[src/rtl/zad1_pkg.sv]
// Shared constants and helpers for the zad1 operand comparator.
// Latency: n/a (package only).
// Backpressure: n/a (package only).
//
// Contents:
//   ZAD1_WIDTH  - default operand width in bits
//   hdist_width - bits needed to hold a popcount of 0..width inclusive
package zad1_pkg;

  localparam int ZAD1_WIDTH = 8;

  // A popcount of a width-bit vector ranges 0..width, which is width+1
  // distinct values, so the count needs clog2(width+1) bits
  // (4 bits for width 8, since 8 itself must be representable).
  function automatic int hdist_width(input int width);
    return $clog2(width + 1);
  endfunction

endpackage

[src/rtl/zad1_popcount.sv]
// Combinational population count of a WIDTH-bit vector.
// Latency: 0 cycles (purely combinational).
// Backpressure: none; the result follows vec_i continuously.
//
// Ports:
//   vec_i  [WIDTH-1:0]              vector to count
//   cnt_o  [hdist_width(WIDTH)-1:0] number of set bits in vec_i, 0..WIDTH
module zad1_popcount
  import zad1_pkg::*;
#(
  parameter int WIDTH = ZAD1_WIDTH
) (
  input  logic [WIDTH-1:0]              vec_i,
  output logic [hdist_width(WIDTH)-1:0] cnt_o
);

  localparam int CW = hdist_width(WIDTH);

  // Linear accumulation; the synthesis tool rebalances this into an adder
  // tree. The accumulator is CW bits wide, so the full count of WIDTH ones
  // fits without wrapping.
  always_comb begin
    cnt_o = '0;
    for (int i = 0; i < WIDTH; i++) begin
      cnt_o = cnt_o + CW'(vec_i[i]);
    end
  end

endmodule

[src/rtl/zad1.sv]
// Registered unsigned comparator with Hamming distance between two operands.
// Latency: 1 cycle; every output is a flop, no combinational input-to-output path.
// Backpressure: none; operands are sampled every clock, one result per cycle.
//
// Ports:
//   clk    clock, all state updates on the rising edge
//   rst    asynchronous active-high reset, clears every output while high
//   IN1    [WIDTH-1:0]  first unsigned operand
//   IN2    [WIDTH-1:0]  second unsigned operand
//   out    1 when IN1 == IN2 (registered)
//   gt     1 when IN1 >  IN2, unsigned (registered)
//   lt     1 when IN1 <  IN2, unsigned (registered)
//   hdist  [hdist_width(WIDTH)-1:0]  popcount(IN1 ^ IN2) (registered)
module zad1
  import zad1_pkg::*;
#(
  parameter int WIDTH = ZAD1_WIDTH
) (
  input  logic                          clk,
  input  logic                          rst,
  input  logic [WIDTH-1:0]              IN1,
  input  logic [WIDTH-1:0]              IN2,
  output logic                          out,
  output logic                          gt,
  output logic                          lt,
  output logic [hdist_width(WIDTH)-1:0] hdist
);

  localparam int HW = hdist_width(WIDTH);

  logic [WIDTH-1:0] diff;
  logic             eq_d;
  logic             gt_d;
  logic             lt_d;
  logic [HW-1:0]    hdist_d;

  logic             eq_q;
  logic             gt_q;
  logic             lt_q;
  logic [HW-1:0]    hdist_q;

  // Bitwise difference feeds both the equality flag and the distance count.
  assign diff = IN1 ^ IN2;

  zad1_popcount #(
    .WIDTH (WIDTH)
  ) u_popcount (
    .vec_i (diff),
    .cnt_o (hdist_d)
  );

  // Equality is taken from the XOR vector so that out and hdist == 0 can
  // never disagree. lt is derived as "neither equal nor greater", which
  // makes the three flags one-hot by construction and saves a comparator.
  assign eq_d = (diff == '0);
  assign gt_d = (IN1 > IN2);
  assign lt_d = ~eq_d & ~gt_d;

  always_ff @(posedge clk or posedge rst) begin
    if (rst) begin
      eq_q    <= 1'b0;
      gt_q    <= 1'b0;
      lt_q    <= 1'b0;
      hdist_q <= '0;
    end else begin
      eq_q    <= eq_d;
      gt_q    <= gt_d;
      lt_q    <= lt_d;
      hdist_q <= hdist_d;
    end
  end

  assign out   = eq_q;
  assign gt    = gt_q;
  assign lt    = lt_q;
  assign hdist = hdist_q;

endmodule

[config.mk]
export PLATFORM = sky130hd
export DESIGN_NAME = zad1
export DESIGN_NICKNAME = d
export VERILOG_FILES = /design/src/rtl/zad1_pkg.sv /design/src/rtl/zad1_popcount.sv /design/src/rtl/zad1.sv
export SDC_FILE = /design/constraint.sdc
export NUM_CORES = 1
export LEC_CHECK = 0
export ABC_AREA = 0
export CORE_AREA = 8 8 58 60
export DETAILED_ROUTE_END_ITERATION = 10
export DIE_AREA = 0 0 66 68
export HOLD_SLACK_MARGIN = 0.12
export PLACE_DENSITY = 0.58
export SYNTH_ARGS = -nofsm -noshare
export SYNTH_HDL_FRONTEND = slang
export SYNTH_SLANG_ARGS = --single-unit
[constraint.sdc]
create_clock -name clk -period 1.1 [get_ports clk]
set_clock_uncertainty 0.2 [all_clocks]
set_input_delay 0.165 -clock clk [delete_from_list [all_inputs] [get_ports clk]]
set_output_delay 0.165 -clock clk [all_outputs]
set_load 0.03 [all_outputs]
; ---- After elaboration in Yosys (flattened, before gate mapping)
; Index checks and enable logic that the tools add are counted.
[op_classes]
addsub = 7
order_cmp = 1
bitwise = 4
reduce_logical = 1
[op_table]
columns = cell, n
row1 = $add 4x1->4, 6
row2 = $gt 8x8->1, 1
row3 = $logic_not 8->1, 1
row4 = $xor 8x8->8, 1
row5 = $add 1x1->2, 1
row6 = $not 1->1, 2
row7 = $and 1x1->1, 1
[word_totals]
reg_bits = 7
input_bits = 18
out_inout_bits = 7
wordCells = 17

; ---- Longest topological paths before layout
; Gate-level depths: netlist (run 1).
[depth]
word_depth = 8
mapped_depth = 10
ltp_nobuf = 10

; ---- By module
; From an unflattened synthesis (run 1), not the netlist that was laid out.
[hier_totals]
cells_unflattened = 69
hier_area_um2 = 631.9
[by_module_without_submodules]
columns = module, instances, cells_each, area_each_um2, seq_area_each_um2
row1 = zad1, 1, 45, 441.7, 175.2
row2 = zad1_popcount, 1, 24, 190.2, 0.0

; ---- Least setup slack after synthesis (run 1)
; Ideal clock, no wire load.
[synth_timing]
path_type = in2reg
from = in IN1[0]
to = reg hdist_q[1] (netlist: hdist[1])
setup_ns = 0.064
t_arrival_ns = 2.797
required_time_ns = 0.836
slack_ns = -1.961
cell_stages = 10
path_buffers = 0
cell_sequence = inv_1 -> ha_1 -> inv_1 -> ha_1 -> fa_1 -> fa_1 -> fa_1 -> inv_1 -> fa_1 -> inv_1
[synth_between]
elab_chain_len = 8
[synth_rtl]
columns = element, line
row1 = start: declaration, zad1.sv:21  ; input logic [WIDTH-1:0] IN1,
row2 = $xor 8x8->8, zad1.sv:43  ; assign diff = IN1 ^ IN2;
row3 = $add 1x1->2, zad1_popcount.sv:25  ; cnt_o = cnt_o + CW'(vec_i[i]);
row4 = $add 4x1->4 (6 in a row), zad1_popcount.sv:25
row5 = net hdist_d[1], zad1.sv:35  ; logic [HW-1:0] hdist_d;
row6 = end signal: assignment, zad1.sv:69  ; hdist_q <= hdist_d;
row7 = end: declaration, zad1.sv:40  ; logic [HW-1:0] hdist_q;
; The timed path passes the listed nets, and every way through them passes these cells.

; ---- Final worst setup path (run 1)
; Ends and elaborated chain as after synthesis.

==> run_results.csv, run 1 <==
group,metric,value,unit
run_status,status,"finished with violations",
run_status,violations,"negative hold slack, negative setup slack",
global_routing,grt_pass1_vias,650,
drt,totalWireLength,1483,um
final_layout,final_cell_mix,"18 x buf_6, 11 x inv_2, 10 x ha_4",
final_layout,antenna_cells,0,
power_and_ir_drop,clock_power_share,14.3,%
drt,drtAntennaViolNets,0,
power_and_ir_drop,p_leak,0.5534,nW
clocking,cts.path.max_buffers,2,
floorplanning,start_util,23.29,%
power_and_ir_drop,total_power,1.586,mW
drt,drtPass1Iterations,4,
floorplanning,die_area,4488,sq um
timing,fin_ws,-1.515,ns
floorplanning,die_w,66,um
synthesis,synth_cells,60,
synthesis,synth_cell_types,15,
global_routing,grt_max_degree,8,
power_and_ir_drop,p_int,0.9818,mW
critical_path,cp_max_fo,2,
drt,via_count,544,
clocking,clockRootBuffer,"clkbuf_4",
timing,min_period_over_period,237.8,%
timing,fmax,382.3,MHz
synthesis,ys_ff_latch,7,
placed_design,place.port_buffers,24,
global_routing,grt_pass1_wl,2559,um
run,maxCapViolCount,0,
global_routing,antenna_found_initial,0,
placed_design,place.gp.congestion,0.7659,
synthesis,synth.avg_cell_area,9.968,sq um
critical_path,startpoint_type,"input port",
power_and_ir_drop,seq_power_share,22.9,%
synthesis,yosysSeqAreaShare,29.29,%
timing,fin_crit,2.615,ns
power_and_ir_drop,combPwrFrac,62.8,%
critical_path,cp_data_arrival_time,2.60,ns
placed_design,dp_hpwl,1177,um
power_and_ir_drop,powerDensity,1296,nW/um^2
power_and_ir_drop,switching_share,38.10,%
synthesis,syn_area,598.1,sq um
synthesis,yosysWarnings,0,
floorplanning,num_rows,19,
final_layout,final_nets,135,
clocking,cts_sinks,7,
drt,detail_route.wl_per_cell,11.32,um
critical_path,critical_path_class,"in2reg",
clocking,cts.clk_slew.worst_paths,0.05,ns
timing,rsz0062_at_grt,"true",
drt,route.detailed.drc,0,
timing,fin_setup_tns,-5.921,ns
final_layout,areaGrowthSynthToFinish,104.6,%
synthesis,synth_nets,94,
timing,finalSetupViolCount,14,
timing,worst_pin_slew,0.2409,ns
final_layout,drive_above_1_share,71.00,%
timing,hold_ws,-0.06419,ns
worst_hold_path,holdCritPathClass,"in2async",
global_routing,track_usage,7.395,%
drt,vias_per_cell,4.153,
clocking,cts_buffers,3,
final_layout,final_common_cell,"buf_6",
timing,maxSlewViolCount,0,
global_routing,grt_overflow,0,
floorplanning,die_h,68,um
power_and_ir_drop,power.switching,0.6044,mW
drt,first_iter_violations,5,
floorplanning,core_area,2567,sq um
timing,slew-limit-headroom,83.92,%
critical_path,end_kind,"register",
power_and_ir_drop,vdd_ir_drop_max,1.220,mV
critical_path,required,1.09,ns
floorplanning,num_io_pins,25,
clocking,ctsHtreeMaxLevel,1,
clocking,cts_tree,"done",
timing,final_hold_viol_count,7,
-- power by group through the flow --
stage | Combinational [mW] | Clock [mW] | Sequential, mW
3_5_place_dp | 0.785 | 0 | 0.356
5_1_grt | 1.10 | 0.248 | 0.369
6_report | 0.996 | 0.226 | 0.364
4_1_cts | 0.935 | 0.235 | 0.366
3_3_place_gp | 0.784 | 0 | 0.353
2_1_floorplan | 0.342 | 0 | 0.502
-- what timing repair did --
action,in CTS,in global routing
buffers inserted,2,3
endpoints found under the hold margin,8,8
endpoints found under the setup margin,14,14
resized for setup,78,25
pin swaps,19,15
-- layer usage --
layer  track usage, %  wire [um]  vias up  share of wire [%]
met2            15.59        889       15                 60
met1            6.078        439      262                 30
met3            2.291        154        0                 10
met4            3.200          0        0                  0
li1                 -          -      267                  -
met5                0          0        -                  0
-- flip-flops by register name (all words and copies together) (netlist names) --
name / flops
gt: 1
out: 1
lt: 1
hdist: 4
-- Yosys cell counts --
master | instances | area [sq um]
o211ai_2 | 1 | 12.51
nand3_1 | 1 | 5.000
o31ai_4 | 1 | 21.27
a31oi_1 | 1 | 6.260
nor2b_1 | 2 | 12.51
nand4_1 | 1 | 6.260
o22a_1 | 1 | 8.760
fa_1 | 4 | 80.08
dfrtp_1 | 7 | 175.2
inv_1 | 20 | 75.07
nor2_1 | 2 | 7.510
inv_2 | 1 | 3.750
a21oi_1 | 5 | 25.02
xnor2_1 | 1 | 8.760
ha_1 | 12 | 150.1
-- final timing paths --
| check | to | slack (ns) | from |
|---|---|---|---|
| worst max-delay path | hdist[1] | -1.52 | IN1[0] |
| worst min-delay path | lt | -0.06 | rst |
| max in group asynchronous | hdist[0] | 0.56 | rst |
| min in group clk | lt | 0.09 | IN1[7] |
-- kinds of logic (layout without fill, tap and decap cells) --
family | Yosys count | in the layout | share of synthesized area (%)
xor gates and xnor gates | 1 | 1 | 1.465
AOI/OAI and AO/OA | 9 | 9 | 12.34
buffers and inverters | 21 | 61 | 13.18
DFF | 7 | 7 | 29.29
adders and majority gates | 16 | 16 | 38.49
and+or+nand+nor | 6 | 6 | 5.230
-- layout make-up --
type	instances	area [sq um]
inverter	21	98.84
multi-input combinational	32	539.3
tap	31	38.79
fill	239	1344
sequential	7	175.2
clock buffer	4	26.28
timing repair buffer	36	345.3
-- metrics by stage --
step	hold slack [ns]	instances	setup slack, ns	instance area (sq um)	util (%)
after global routing	-0.03751	131	-1.552	1224	47.66
after detailed placement	0.2094	125	-2.339	1012	39.43
after CTS	-0.06547	131	-1.611	1167	45.47
after floorplan	-0.2316	60	-1.635	675.6	-
final	-0.06419	131	-1.515	1224	47.66
after global placement	0.1999	125	-2.324	1012	39.43
-- worst max-delay path, cell delays in order --
cell   delay, ns
buf_6       0.07
inv_4       0.03
ha_4        0.26
inv_4       0.03
ha_4        0.22
fa_1        0.49
fa_1        0.43
fa_2        0.36
inv_2       0.06
fa_2        0.43
inv_2       0.05
No activity file was read; power rests on OpenSTA's default activity.
==> run 2: changes to the inputs <==
Settings changed: SETUP_SLACK_MARGIN set to 0.1.
Clock period 1.1 ns to 2.5 ns, I/O delays scaled along.
==> run 2 against run 1 <==
Against the previous run: the run ends with negative setup slack left; power is 62% lower; final area is 17% lower; first-iteration DRC count is 60% lower; routed wire length is 16% lower; largest power group unchanged.
==> run_results.csv, run 2 (same netlist as run 1, synthesis figures left out) <==
group,metric,value,unit
global_routing,antenna_found_initial,0,
placed_design,place.gp.congestion,0.7305,
global_routing,grt_busiest_layer,"met2",
critical_path,required,2.48,ns
drt,drtPass1Iterations,2,
clocking,clockRootBuffer,"clkbuf_4",
timing,fin_crit,2.871,ns
drt,route.detailed.drc,0,
placed_design,placed_area,962.2,sq um
final_layout,fin_util,39.72,%
drt,via_count,498,
clocking,cts_buffers,3,
power_and_ir_drop,combPwrFrac,58.4,%
final_layout,final_common_cell,"clkdlybuf4s50_1",
timing,worst_pin_slew,0.3105,ns
power_and_ir_drop,powerDensity,586.2,nW/um^2
critical_path,end_kind,"register",
final_layout,final_cell_mix,"16 x clkdlybuf4s50_1, 12 x inv_1, 7 x ha_1, 7 x dfrtp_1, 6 x inv_2",
power_and_ir_drop,p_int,0.3722,mW
floorplanning,die_w,66,um
final_layout,largest_reg_flops,4,
drt,totalWireLength,1239,um
timing,maxSlewViolCount,0,
power_and_ir_drop,vdd_ir_drop_max,0.3904,mV
clocking,cts.clk_slew.worst_paths,0.05,ns
drt,detail_route.wl_per_cell,10.07,um
timing,fin_ws,-0.3707,ns
timing,hold_ws,0.1502,ns
floorplanning,num_io_pins,25,
drt,vias_per_cell,4.049,
placed_design,dp_hpwl,1153,um
run,maxCapViolCount,0,
final_layout,final_nets,127,
timing,min_period_over_period,114.8,%
power_and_ir_drop,clock_power_share,16.0,%
clocking,post_cts_buffers,0,
critical_path,cp_data_arrival_time,2.85,ns
power_and_ir_drop,p_leak,0.4836,nW
floorplanning,die_h,68,um
global_routing,grt_pass1_vias,542,
timing,final_hold_viol_count,0,
drt,first_iter_violations,2,
timing,finalSetupViolCount,4,
global_routing,use_met1,5.698,%
run_status,violations,"negative setup slack",
floorplanning,num_rows,19,
floorplanning,die_area,4488,sq um
final_layout,areaGrowthSynthToFinish,70.50,%
placed_design,place.port_buffers,24,
drt,drtAntennaViolNets,0,
critical_path,critical_path_class,"in2reg",
global_routing,track_usage,6.208,%
clocking,ctsHoldBuffers,0,
global_routing,grt.met3_usage,2.619,%
global_routing,grt_overflow,0,
clocking,cts_tree,"done",
global_routing,grt_max_degree,8,
final_layout,stdcell_area,1020,sq um
floorplanning,core_area,2567,sq um
clocking,cts.path.max_buffers,2,
worst_hold_path,holdCritPathClass,"in2async",
global_routing,grtUsageMet2,10.48,%
run_status,status,"finished with violations",
global_routing,grt_pass1_wl,2090,um
critical_path,cp_max_fo,2,
final_layout,antenna_cells,0,
clocking,ctsHtreeMaxLevel,1,
timing,fin_setup_tns,-0.8527,ns
timing,rsz0062_at_grt,"true",
timing,slew-limit-headroom,79.24,%
timing,fmax,348.4,MHz
critical_path,startpoint_type,"input port",
power_and_ir_drop,switching_share,37.74,%
floorplanning,start_util,23.29,%
power_and_ir_drop,seq_power_share,25.5,%
final_layout,drive_above_1_share,30.43,%
clocking,cts_sinks,7,
power_and_ir_drop,power.switching,0.2256,mW
run 2: worst max-delay path: stages:
cell    delay [ns]
buf_8         0.09
inv_12        0.03
ha_4          0.26
inv_4         0.03
ha_4          0.25
fa_1          0.43
fa_1          0.49
fa_2          0.36
inv_2         0.06
fa_1          0.40
inv_1         0.06
run 2: final timing paths:
path,from,to,slack [ns],cells past startpoint
max in group asynchronous,rst,lt,1.76,2
min in group clk,IN1[1],lt,0.48,5
worst min-delay path,rst,hdist[1],0.15,2
worst max-delay path,IN2[1],hdist[1],-0.37,11
run 2: layout make-up:
| cell class | count | area (sq um) |
|---|---|---|
| Fill cell | 278 | 1548 |
| Multi-Input combinational cell | 32 | 409.1 |
| Timing Repair Buffer | 28 | 274.0 |
| Sequential cell | 7 | 175.2 |
| Inverter | 21 | 96.34 |
| Tap cell | 31 | 38.79 |
| Clock buffer | 4 | 26.28 |
run 2: layer usage:
layer	vias to the layer above	part of all wire, %
li1	250	-
met1	224	39
met2	20	50
met3	4	7.4
met4	0	3.1
met5	-	0
run 2: power by group through the flow:
stage	Clock, mW	Combinational (mW)	Sequential [mW]
2_1_floorplan	0	0.145	0.221
3_3_place_gp	0	0.336	0.154
3_5_place_dp	0	0.350	0.155
4_1_cts	0.101	0.360	0.153
5_1_grt	0.115	0.391	0.155
6_report	0.0957	0.349	0.153
run 2: timing repair:
item,4_1_cts,5_1_grt
pin swaps,7,5
endpoints found under the hold margin,0,0
setup endpoints to repair,4,4
resized for setup,32,0
run 2: per-stage QoR:
stage | setup slack (ns) | instances | power (mW)
5_1_grt | -0.4170 | 123 | 0.6609
2_1_floorplan | -0.4448 | 60 | 0.3660
3_3_place_gp | -1.127 | 119 | 0.4896
6_report | -0.3707 | 123 | 0.5977
3_5_place_dp | -1.190 | 119 | 0.5050
4_1_cts | -0.4659 | 123 | 0.6146
==> run 3: changes to the inputs <==
Settings changed: SETUP_SLACK_MARGIN 0.1 to not set.
==> results of run 3 <==
Same layout as run 2: the final DEF is identical, and so are final timing and power.
